**src/rtl/width_gearbox.sv**
```systemverilog
// -----------------------------------------------------------------------------
// width_gearbox
//
// Packs a stream of IN_W-bit beats into OUT_W-bit words. Bits go out MSB-first
// with no gaps between beats. Both sides use valid/ready handshakes. A flush
// closes the current packet. The last word of a flushed packet is zero-padded
// in its LSBs, bits_out gives its count of meaningful MSBs, and last_out marks it.
//
// Handshake rule (both sides): a transfer happens on a rising edge where
// valid and ready are both 1. A producer that raises valid holds its payload
// until that edge. ready may depend on state, but never on the same side's
// valid.
//
// Ports
//   clk, rst_n            clock; asynchronous active-low reset
//   valid_in / ready_in   input beat handshake
//   data_in   [IN_W]      input beat, bit IN_W-1 is the oldest
//   flush_in              close the packet; sampled when ready_in=1
//   valid_out / ready_out output word handshake
//   data_out  [OUT_W]     packed word, oldest bits in the MSBs
//   bits_out  [CW]        meaningful MSBs in data_out (OUT_W for full words)
//   last_out              final word of a flushed packet
// -----------------------------------------------------------------------------
module width_gearbox #(
    parameter int  IN_W  = 24,
    parameter int  OUT_W = 128,
    localparam int CW    = $clog2(OUT_W + 1)
) (
    input  logic             clk,
    input  logic             rst_n,
    input  logic             valid_in,
    output logic             ready_in,
    input  logic [IN_W-1:0]  data_in,
    input  logic             flush_in,
    output logic             valid_out,
    input  logic             ready_out,
    output logic [OUT_W-1:0] data_out,
    output logic [CW-1:0]    bits_out,
    output logic             last_out
);

    localparam int TW = OUT_W + IN_W;  // residue plus one incoming beat
    localparam int NW = CW + 1;        // holds fill + IN_W (< 2*OUT_W)

    // The residue is kept left-aligned. Bits below 'fill' are always zero, so a
    // new beat can be OR-ed in directly below the existing bits.
    logic [OUT_W-1:0] res_q;
    logic [CW-1:0]    fill_q;
    logic             flush_pend_q;

    logic             slot_free;
    logic             accept;
    logic             do_flush;
    logic [TW-1:0]    data_ext;
    logic [TW-1:0]    merged;
    logic [NW-1:0]    n_sum;
    logic [NW-1:0]    rem;
    logic             completes;
    logic [OUT_W-1:0] merged_top;
    logic [OUT_W-1:0] res_after_word;

    always_comb begin
        slot_free = ~valid_out | ready_out;
        ready_in  = ~flush_pend_q & slot_free;
        accept    = valid_in & ready_in;
        do_flush  = flush_in & ready_in;

        // Place the beat so its MSB lands directly below the fill bits.
        data_ext = TW'(data_in);
        merged   = {res_q, {IN_W{1'b0}}} | (data_ext << (OUT_W - int'(fill_q)));

        n_sum     = NW'(fill_q) + NW'(IN_W);
        completes = (n_sum >= NW'(OUT_W));
        rem       = n_sum - NW'(OUT_W);

        // The upper OUT_W bits are either the finished word or, when there is
        // no completion, the new left-aligned residue. The low IN_W bits carry
        // the leftover of a completed word, moved back up to the MSBs.
        merged_top     = merged[TW-1:IN_W];
        res_after_word = OUT_W'(merged[IN_W-1:0]) << (OUT_W - IN_W);
    end

    always_ff @(posedge clk or negedge rst_n) begin
        if (!rst_n) begin
            res_q        <= '0;
            fill_q       <= '0;
            flush_pend_q <= 1'b0;
            valid_out    <= 1'b0;
            data_out     <= '0;
            bits_out     <= '0;
            last_out     <= 1'b0;
        end else if (flush_pend_q && slot_free) begin
            // Second half of a split flush: send the held residue as the tail.
            valid_out    <= 1'b1;
            data_out     <= res_q;
            bits_out     <= fill_q;
            last_out     <= 1'b1;
            res_q        <= '0;
            fill_q       <= '0;
            flush_pend_q <= 1'b0;
        end else if (accept) begin
            if (completes) begin
                valid_out <= 1'b1;
                data_out  <= merged_top;
                bits_out  <= CW'(OUT_W);
                last_out  <= do_flush && (rem == '0);
                res_q     <= res_after_word;
                fill_q    <= CW'(rem);
                // A leftover still has to be sent after this word.
                if (do_flush && (rem != '0)) begin
                    flush_pend_q <= 1'b1;
                end
            end else if (do_flush) begin
                valid_out <= 1'b1;
                data_out  <= merged_top;
                bits_out  <= CW'(n_sum);
                last_out  <= 1'b1;
                res_q     <= '0;
                fill_q    <= '0;
            end else begin
                res_q  <= merged_top;
                fill_q <= CW'(n_sum);
                if (ready_out) begin
                    valid_out <= 1'b0;
                end
            end
        end else if (do_flush && (fill_q != '0)) begin
            valid_out <= 1'b1;
            data_out  <= res_q;
            bits_out  <= fill_q;
            last_out  <= 1'b1;
            res_q     <= '0;
            fill_q    <= '0;
        end else if (valid_out && ready_out) begin
            valid_out <= 1'b0;
        end
    end

endmodule

```
**config.mk**
```make
export PLATFORM = sky130hd
export DESIGN_NAME = width_gearbox
export DESIGN_NICKNAME = d
export VERILOG_FILES = /design/src/rtl/width_gearbox.sv
export SDC_FILE = /design/constraint.sdc
export NUM_CORES = 1
export LEC_CHECK = 0
export ABC_CLOCK_PERIOD_IN_PS = 4900
export CORE_MARGIN = 2
export CORE_UTILIZATION = 55
export DETAILED_ROUTE_END_ITERATION = 10
export MAX_ROUTING_LAYER = met4
export PLACE_DENSITY = 0.8
export SLEW_MARGIN = 5
export SYNTH_ARGS = -nofsm -noshare
export SYNTH_HDL_FRONTEND = slang
export SYNTH_SLANG_ARGS = --single-unit
export TNS_END_PERCENT = 30
```
**constraint.sdc**
```tcl
create_clock -name clk -period 4.9 [get_ports clk]
set_input_delay 0.735 -clock clk [delete_from_list [all_inputs] [get_ports clk]]
set_output_delay 0.735 -clock clk [all_outputs]
set_load 0.02 [all_outputs]
```
=== Word-level counts from Yosys, hierarchy flattened ===
Index checks and enable logic that the tools add are counted.

* RAM bits: 0
* Bits in read-only memories: 0
* Word-level logic and storage cells: 73
* Memories kept: 0
* Bits in latches: 0
* Output and inout port bits: 139
* Flip-flop bits (word level): 275

* Equal/unequal tests: 2
* Mux-type cells: 36
* Reduce and logical (&&, ||, !) cells: 16
* Div/mod/pow operators: 0
* Shift operators: 1
* Add/sub/neg operators: 3
* Magnitude comparators: 1
* Bitwise operators: 7
* $mul: 0

{| class="wikitable"
|+ Operators by type and width
! cell !! number
|-
| $mux 128 || 10
|-
| $or 152x152->152 || 1
|-
| $shl 24x32->152 || 1
|-
| $mux 8 || 10
|-
| $mux 1 || 16
|-
| $add 8x5->9 const B || 1
|-
| $ge 9x8->1 const B || 1
|-
| $logic_not 9->1 || 1
|-
| $reduce_bool 9->1 || 1
|-
| $sub 8x8->9 const A || 1
|-
| $sub 9x8->9 const B || 1
|-
| $reduce_bool 8->1 || 1
|-
| $reduce_bool 2->1 || 3
|-
| $logic_and 1x1->1 || 5
|-
| $ne 5x2->1 const B || 1
|-
| $ne 4x1->1 const B || 1
|-
| $reduce_and 2->1 || 2
|-
| $reduce_bool 4->1 || 1
|-
| $and 1x1->1 || 3
|-
| $reduce_and 3->1 || 1
|-
| $reduce_bool 3->1 || 1
|-
| $not 1->1 || 2
|-
| $or 1x1->1 || 1
|}

=== Longest topological paths before layout ===
Gate-level depths: netlist of run 1.

* Word-level depth: 9
* Gate-level depth with buffers: 17

=== Worst setup path after synthesis of run 1 ===
Ideal clock, no wire load.

* Path kind: flip-flop to flip-flop
* Start: register fill_q[3]
* End: register data_out[11]
* Path slack: 0.887 ns
* Arrival time: 3.884 ns
* Period minus slack after synthesis: 4.013 ns
* Cell stages (with the launch flop): 18
* Path buffers: 7
* Data required time: 4.772 ns
* Cell sequence: dfrtp_1 buf_1 clkbuf_1 clkinv_1 ha_1 clkbuf_1 nand3b_1 xnor2_1 inv_1 ha_1 clkbuf_1 nor2b_1 a31o_2 clkbuf_1 clkbuf_1 buf_2 mux2i_1 o21ai_0

* Word-level cells in the longest chain between the ends: 7
* Elaborated cells on any way between the ends: 14

{| class="wikitable"
|+ Ends and longest elaborated chain
! element !! RTL line !! source
|-
| start: declaration || 48 || <nowiki>logic [CW-1:0] fill_q;</nowiki>
|-
| start signal: assignment || 108 || <nowiki>fill_q <= CW'(rem);</nowiki>
|-
| start signal: assignment || 122 || <nowiki>fill_q <= CW'(n_sum);</nowiki>
|-
| $sub 8x8->9 || 70 || <nowiki>merged = {res_q, {IN_W{1'b0}}} | (data_ext << (OUT_W - int'(fill_q)));</nowiki>
|-
| $shl 24x32->152 || 70 ||
|-
| $or 152x152->152 || 70 ||
|-
| $mux 128 || 113 || <nowiki>end else if (do_flush) begin</nowiki>
|-
| $mux 128 || 102 || <nowiki>if (completes) begin</nowiki>
|-
| $mux 128 || 101 || <nowiki>end else if (accept) begin</nowiki>
|-
| $mux 128 || 92 || <nowiki>end else if (flush_pend_q && slot_free) begin</nowiki>
|-
| end signal: assignment || 95 || <nowiki>data_out <= res_q;</nowiki>
|-
| end signal: assignment || 104 || <nowiki>data_out <= merged_top;</nowiki>
|-
| end signal: assignment || 115 || <nowiki>data_out <= merged_top;</nowiki>
|-
| end: declaration || 37 || <nowiki>output logic [OUT_W-1:0] data_out,</nowiki>
|}

Several ways; a longest one is shown, not always the timed one. The select of a mux whose other input is x is not followed.
A chain may end at the register's enable or synchronous reset.

=== Final worst setup path of run 1 ===
* Start: register fill_q[3]
* End: register res_q[59]

* Word-level cells in the longest chain between the ends: 7
* Elaborated cells on any way between the ends: 12

{| class="wikitable"
|+ Ends and longest elaborated chain
! element !! RTL line !! source
|-
| $sub 8x8->9 || 70 ||
|-
| $shl 24x32->152 || 70 ||
|-
| $or 152x152->152 || 70 ||
|-
| $mux 128 || 113 ||
|-
| $mux 128 || 102 ||
|-
| $mux 128 || 101 ||
|-
| $mux 128 || 92 ||
|-
| end signal: assignment || 107 || <nowiki>res_q <= res_after_word;</nowiki>
|-
| end signal: assignment || 121 || <nowiki>res_q <= merged_top;</nowiki>
|-
| end: declaration || 47 || <nowiki>logic [OUT_W-1:0] res_q;</nowiki>
|}

Several ways; a longest one is shown, not always the timed one.

==> results of run 1 <==
per-layer routing:
metal | up-vias | wire length (um) | part of all wire | global-route usage
met5 | - | 0 | 0 | -
met4 | 0 | 1470 | 0.041 | 0.122
met3 | 113 | 3040 | 0.085 | 0.0425
met2 | 627 | 16300 | 0.46 | 0.454
met1 | 5197 | 14900 | 0.42 | 0.441
li1 | 4825 | - | - | -
flip-flops by register name (all words and copies together), names as in the netlist:
name	flops
data_out	128
last_out	1
valid_out	1
bits_out	6
res_q	128
flush_pend_q	1
fill_q	5
per-stage QoR:
stage                     utilization  power (W)  hold slack (ns)  std cells  cell area [sq um]
after global routing            0.692     0.0125            0.325       1717              15100
after detailed placement        0.648    0.00947            0.466       1666              14100
after CTS                       0.692     0.0118            0.290       1717              15100
final                           0.692     0.0118            0.250       1717              15100
after global placement          0.648    0.00933            0.460       1666              14100
after floorplan                     -    0.00721            0.439       1287              12200
cell usage in the layout, fill, tap and decap left out, types with 3 or more instances in the layout:
master             n
nor2b_1           11
o21ai_2           10
nor2_1           154
and2_1            18
o21ai_0          128
ha_1               3
bufinv_16          4
mux2_2            17
dfrtp_1          270
mux2i_1           25
a221o_1            7
inv_1              3
a22o_1            29
and2_0             6
buf_4             22
o2bb2ai_1         12
xnor2_1            3
a221oi_1           9
nand2b_1           4
a31oi_1           15
a22oi_1           27
o31ai_1           13
o21bai_1           4
clkbuf_16         29
clkbuf_1           6
clkdlybuf4s50_1  166
o221ai_1           8
a32oi_1            6
nand3_1            8
or2_2              3
nor3_1            12
nand2_1          189
clkbuf_8           4
or3_1              3
clkinv_2           7
o22ai_1           24
and3_1             4
a21oi_1          143
power by group through the flow:
| stage | Clock, W | Combinational [W] | Sequential [W] |
|---|---|---|---|
| final | 0.00223 | 0.00600 | 0.00360 |
| after global routing | 0.00235 | 0.00645 | 0.00369 |
| after CTS | 0.00224 | 0.00593 | 0.00359 |
| after detailed placement | 0 | 0.00586 | 0.00361 |
| after global placement | 0 | 0.00574 | 0.00358 |
| after floorplan | 0 | 0.00318 | 0.00402 |
path summary, 6_finish.rpt:
path	from	to	slack, ns	cells past startpoint
max	fill_q[3]	res_q[59]	0.72	10
min	rst_n	data_out[120]	0.25	1
max reg2reg	fill_q[3]	res_q[59]	0.72	10
min reg2reg	data_out[29]	data_out[29]	0.48	2
max in group asynchronous	rst_n	res_q[97]	3.53	2
min in group clk	data_out[29]	data_out[29]	0.48	2
logic make-up (layout without fill, tap and decap cells):
kind of cell,after synthesis,after routing
flops,270,270
mux,42,42
xor+xnor,5,5
simple gates,421,421
compound gates,450,450
fa+ha+maj,3,3
buf+inv,96,246
worst max-delay path: cells and delay by family (launching register included):
family | cells | cell delay, ns
fa+ha+maj | 2 | 0.79
xor+xnor | 1 | 0.21
compound gates | 2 | 1.06
simple gates | 3 | 1.26
buf+inv | 2 | 0.35
flops | 1 | 0.36
area by class of cell:
type | count | share of cell area
sequential | 270 | 0.448
multi-input combinational | 921 | 0.340
timing repair buffer | 191 | 0.125
clock buffer | 39 | 0.0532
tap | 280 | 0.0232
clock inverter | 12 | 0.0108
inverter | 4 | 0.000994
==> run metrics, run 1 <==
multiplexer share of the synthesized area=0.0361; Worst-Margin Slew=1.26 ns; CP Cell Sequence=clkinv_1 -> ha_1 -> nand3b_1 -> xnor2_1 -> inv_1 -> ha_1 -> nor2b_1 -> a31o_4 -> nand3_1 -> o21ai_0; Crit Path Class=flip-flop to flip-flop; clk_skew=0.00922 ns; Startpoint Class=flip-flop; Die Y=between 150 and 200 um; Remaining DRCs=0; post-synthesis xor/xnor area fraction=0.00358; cts-stage hold buffer count=0; Clock power frac=0.188; syn_area_per_cell=9.51 sq um; pin count of the biggest net entering global routing=approximately 160; Synth area leaders=dfrtp_1 55%, a21oi_1 5.8%, nand2_1 5.8%, o21ai_0 5.2%, nor2_1 4.7%; Tightest Hold Check Type=input pin to async pin; Max Buffers Root-to-Sink=3; Routed WL=around 36000 um; Layout Area Growth over Synthesis=23.3%; total grt overflow=0; cell leakage power=roughly 6.5 nW; Post-Syn Nets=approximately 1300; input/output buffers=~170; Setup WS pre-CTS=0.796 ns; drt pass-1 iters=8; power per cell area=~780 mW/mm^2; post-synthesis async set-or-reset flop share=1.00; CTS root buf=clkbuf_16; clock transition at the registers of the reported paths=around 0.060 ns; Final setup viols=0; # IOs=between 150 and 200; Sw Ratio=0.445; Core Area=around 0.022 sq mm; die width=approximately 150 um; DR WL/cell=around 21 um; Worst Setup End Kind=flip-flop; minimum clock period=4.18 ns; largest family of logic cells by synthesized area=compound AO/OA/AOI/OAI gates; # fillers=1701; share of cells above drive strength 1=0.0765; post-synthesis simple-gate area fraction=0.145; Max IR drop VDD=0.426 mV; vias in the first global route=~10000; Sequential Area=0.00676 sq mm; worst path required time=around 5.3 ns; Compound-Gate Fraction of Synth Area=0.229; Netlist Area Pre-Place=roughly 0.012 sq mm; initial core utilization=0.561; RSZ-0062 raised after global routing=false; Synth Flop Type=dfrtp_1; Detail Placement HPWL=roughly 24000 um; max-slew violation count=0; TritonCTS clock tree=done; fin nets=1448; global-route wire length before repair=roughly 56000 um; Most common cell on crit path=ha_1; Max Cap Violations=0; initial antenna violation count=0; cell with the most instances after synthesis=dfrtp_1; initial DRC count=1171; Max stage delay on crit path=~0.66 ns; Mapped Cells=approximately 1300; sequential share of the synthesized area=0.552; TritonCTS Buffers=28; Flop pwr share=0.304; Synth Area in Adders=0.00307; Slew headroom=0.156; Tot GR Track Use=0.310; DR vias/cell=6.27; #FFs+latches synth=270; slowest cell on the critical path=a31o_4; Internal=~0.0066 W; Fin Setup TNS=0 ns; fin crit share=0.853; Die Area=approximately 0.023 sq mm; Final Hold Viols=0; Critical Path AT=roughly 4.6 ns; Synth top cells by count=270 x dfrtp_1, 189 x nand2_1, 154 x nor2_1; multi-input logic area=roughly 0.005 sq mm; Ys Warns=0; Fmax=239 MHz; gp weighted congestion=between 0.9 and 1; CP max FO=between 50 and 60; Worst-Skew Late Latency=0.54 ns; dominant cell type by area after synthesis=dfrtp_1; clk sinks=270; Comb power frac=0.508; cell row count=54; # diodes=0; top cell type's share of synthesized area=0.552; postcts setup bufs=0; status=finished clean; CTS H-tree lvls=1; worst setup slack after layout=0.722 ns; total of cells resized after clock tree synthesis=0; synth unique cells=a little under 60; EDFF count, synth=0; via count=10800; Net Sw Power=between 0.005 and 0.006 W; post-route ant nets=0
Power figures use the tool's default switching activity.
==> run 2, diff against run 1 <==
--- a/config.mk
+++ b/config.mk
@@ -9,6 +9,7 @@
 export CORE_MARGIN = 2
 export CORE_UTILIZATION = 55
 export DETAILED_ROUTE_END_ITERATION = 10
+export HOLD_SLACK_MARGIN = 0.02
 export MAX_ROUTING_LAYER = met4
 export PLACE_DENSITY = 0.8
 export SLEW_MARGIN = 5
==> results of run 2 <==
Final layout, timing and power as in run 1 (identical DEF).
==> run 3, diff against run 2 <==
--- a/config.mk
+++ b/config.mk
@@ -12,6 +12,7 @@
 export HOLD_SLACK_MARGIN = 0.02
 export MAX_ROUTING_LAYER = met4
 export PLACE_DENSITY = 0.8
+export RECOVER_POWER = 100
 export SLEW_MARGIN = 5
 export SYNTH_ARGS = -nofsm -noshare
 export SYNTH_HDL_FRONTEND = slang
==> run metrics, run 3 (synthesized netlist as in run 1, its figures left out) <==
clock transition at the registers of the reported paths=roughly 0.06 ns; RSZ-0062 raised after global routing=false; via count=between 10000 and 15000; Worst Setup End Kind=flip-flop; Slew headroom=-0.782; Fin Setup TNS=0 ns; Tightest Hold Check Type=flip-flop to flip-flop; Most common cell on crit path=ha_1; clk sinks=270; Detail Placement HPWL=roughly 24000 um; CP Cell Sequence=clkinv_1 -> ha_1 -> nand3b_1 -> xnor2_1 -> inv_1 -> ha_1 -> nor2b_1 -> a31o_4 -> clkbuf_1 -> o21ai_0; DR WL/cell=20.8 um; total power=0.0116 W; post-route ant nets=0; Crit Path Class=flip-flop to flip-flop; pin count of the biggest net entering global routing=between 150 and 200; Fmax=roughly 230 MHz; total of cells resized after clock tree synthesis=0; Hold Startpoint=bits_out[7]; share of cells above drive strength 1=0.0668; critical path startpoint=fill_q[3]; commonest non-fill, non-tap cell in the layout=dfrtp_1; worst path required time=between 5 and 6 ns; total grt overflow=0; Critical Path AT=between 4 and 5 ns; Layout Area Growth over Synthesis=22.6%; initial DRC count=about 1200; Crit Reg-Reg Startpoint=fill_q[3]; gp weighted congestion=between 0.9 and 1; Remaining DRCs=0; Final Hold Viols=0; Die Area=about 0.023 sq mm; fin crit share=0.875; CTS root buf=clkbuf_16; TritonCTS clock tree=done; Worst-Skew Late Latency=0.55 ns; Final setup viols=0; die width=roughly 150 um; cell row count=54; vias in the first global route=between 10000 and 15000; power per cell area=between 700 and 800 mW/mm^2; Largest regs=data_out: 128 flops, res_q: 128 flops, bits_out: 6 flops; global-route wire length before repair=roughly 56000 um; postcts setup bufs=0; Startpoint Class=flip-flop; clk_skew=about 0.012 ns; cell leakage power=around 6.7 nW; failing checks=max-capacitance violations, max-slew violations; initial antenna violation count=0; input/output buffers=167; Tot GR Track Use=0.310; max-slew violation count=108; minimum clock period=between 4 and 5 ns; Die Y=about 150 um; Max stage delay on crit path=0.92 ns; Worst-Margin Slew=2.67 ns; Routed WL=between 30000 and 40000 um; TritonCTS Buffers=28; cts-stage hold buffer count=0; status=finished with violations; initial core utilization=0.561; WHS=0.471 ns; CTS H-tree lvls=1; slowest cell on the critical path=clkbuf_1; Core Area=approximately 0.022 sq mm; fin nets=about 1400; Max IR drop VDD=roughly 0.43 mV; Max Buffers Root-to-Sink=3; most frequent cells in the layout=270 x dfrtp_1, 190 x nand2_1, 154 x nor2_1, 143 x a21oi_1, 139 x dlygate4sd3_1; CP max FO=55; # diodes=0; # IOs=168; drt pass-1 iters=5; Max Cap Violations=1; DR vias/cell=about 6.2
[run 3: final timing paths]
kind                                  to  slack (ns)  cells after the start
hold / removal               bits_out[7]        0.47                      2
setup / recovery            data_out[59]        0.61                     10
setup reg to reg            data_out[59]        0.61                     10
min in group asynchronous  data_out[120]        1.03                      1
max in group asynchronous      res_q[97]        1.59                      2
hold reg to reg              bits_out[7]        0.47                      2
[run 3: cell type report]
| type | instances | area [sq um] |
|---|---|---|
| Fill cell | 1724 | 6810 |
| Sequential cell | 270 | 6760 |
| Multi-Input combinational cell | 921 | 5080 |
| Timing Repair Buffer | 191 | 1850 |
| Clock buffer | 39 | 803 |
| Tap cell | 280 | 350 |
| Clock inverter | 12 | 163 |
| Inverter | 4 | 15.0 |
[run 3: per-stage QoR]
stage	worst slack [ns]	instance area, sq um	cells	utilization
6_report	0.613	15000	1717	0.688
5_1_grt	0.330	15000	1717	0.688
4_1_cts	0.739	15100	1717	0.692
3_5_place_dp	0.796	14100	1666	0.648
3_3_place_gp	1.09	14100	1666	0.648
2_1_floorplan	0.887	12200	1287	-
[run 3: where the power goes]
group / switching (W) / internal (W) / total (W)
clock network: 0.000873 / 0.00135 / 0.00222
registers: 0.000528 / 0.00305 / 0.00357
logic: 0.00381 / 0.00197 / 0.00578
[run 3: layer usage]
metal	up-vias	track usage	wire length (um)
met5	-	-	0
met4	0	0.122	1570
met3	118	0.0425	3240
met2	606	0.454	16400
met1	5163	0.441	14500
li1	4830	-	-
[run 3: critical path: cells and delay by family, from the launching register on]
family,cells,cell delay (ns)
buf+inv,3,1.28
flops,1,0.36
fa+ha+maj,2,0.79
simple gates,2,0.53
compound gates,2,0.89
xor+xnor,1,0.21
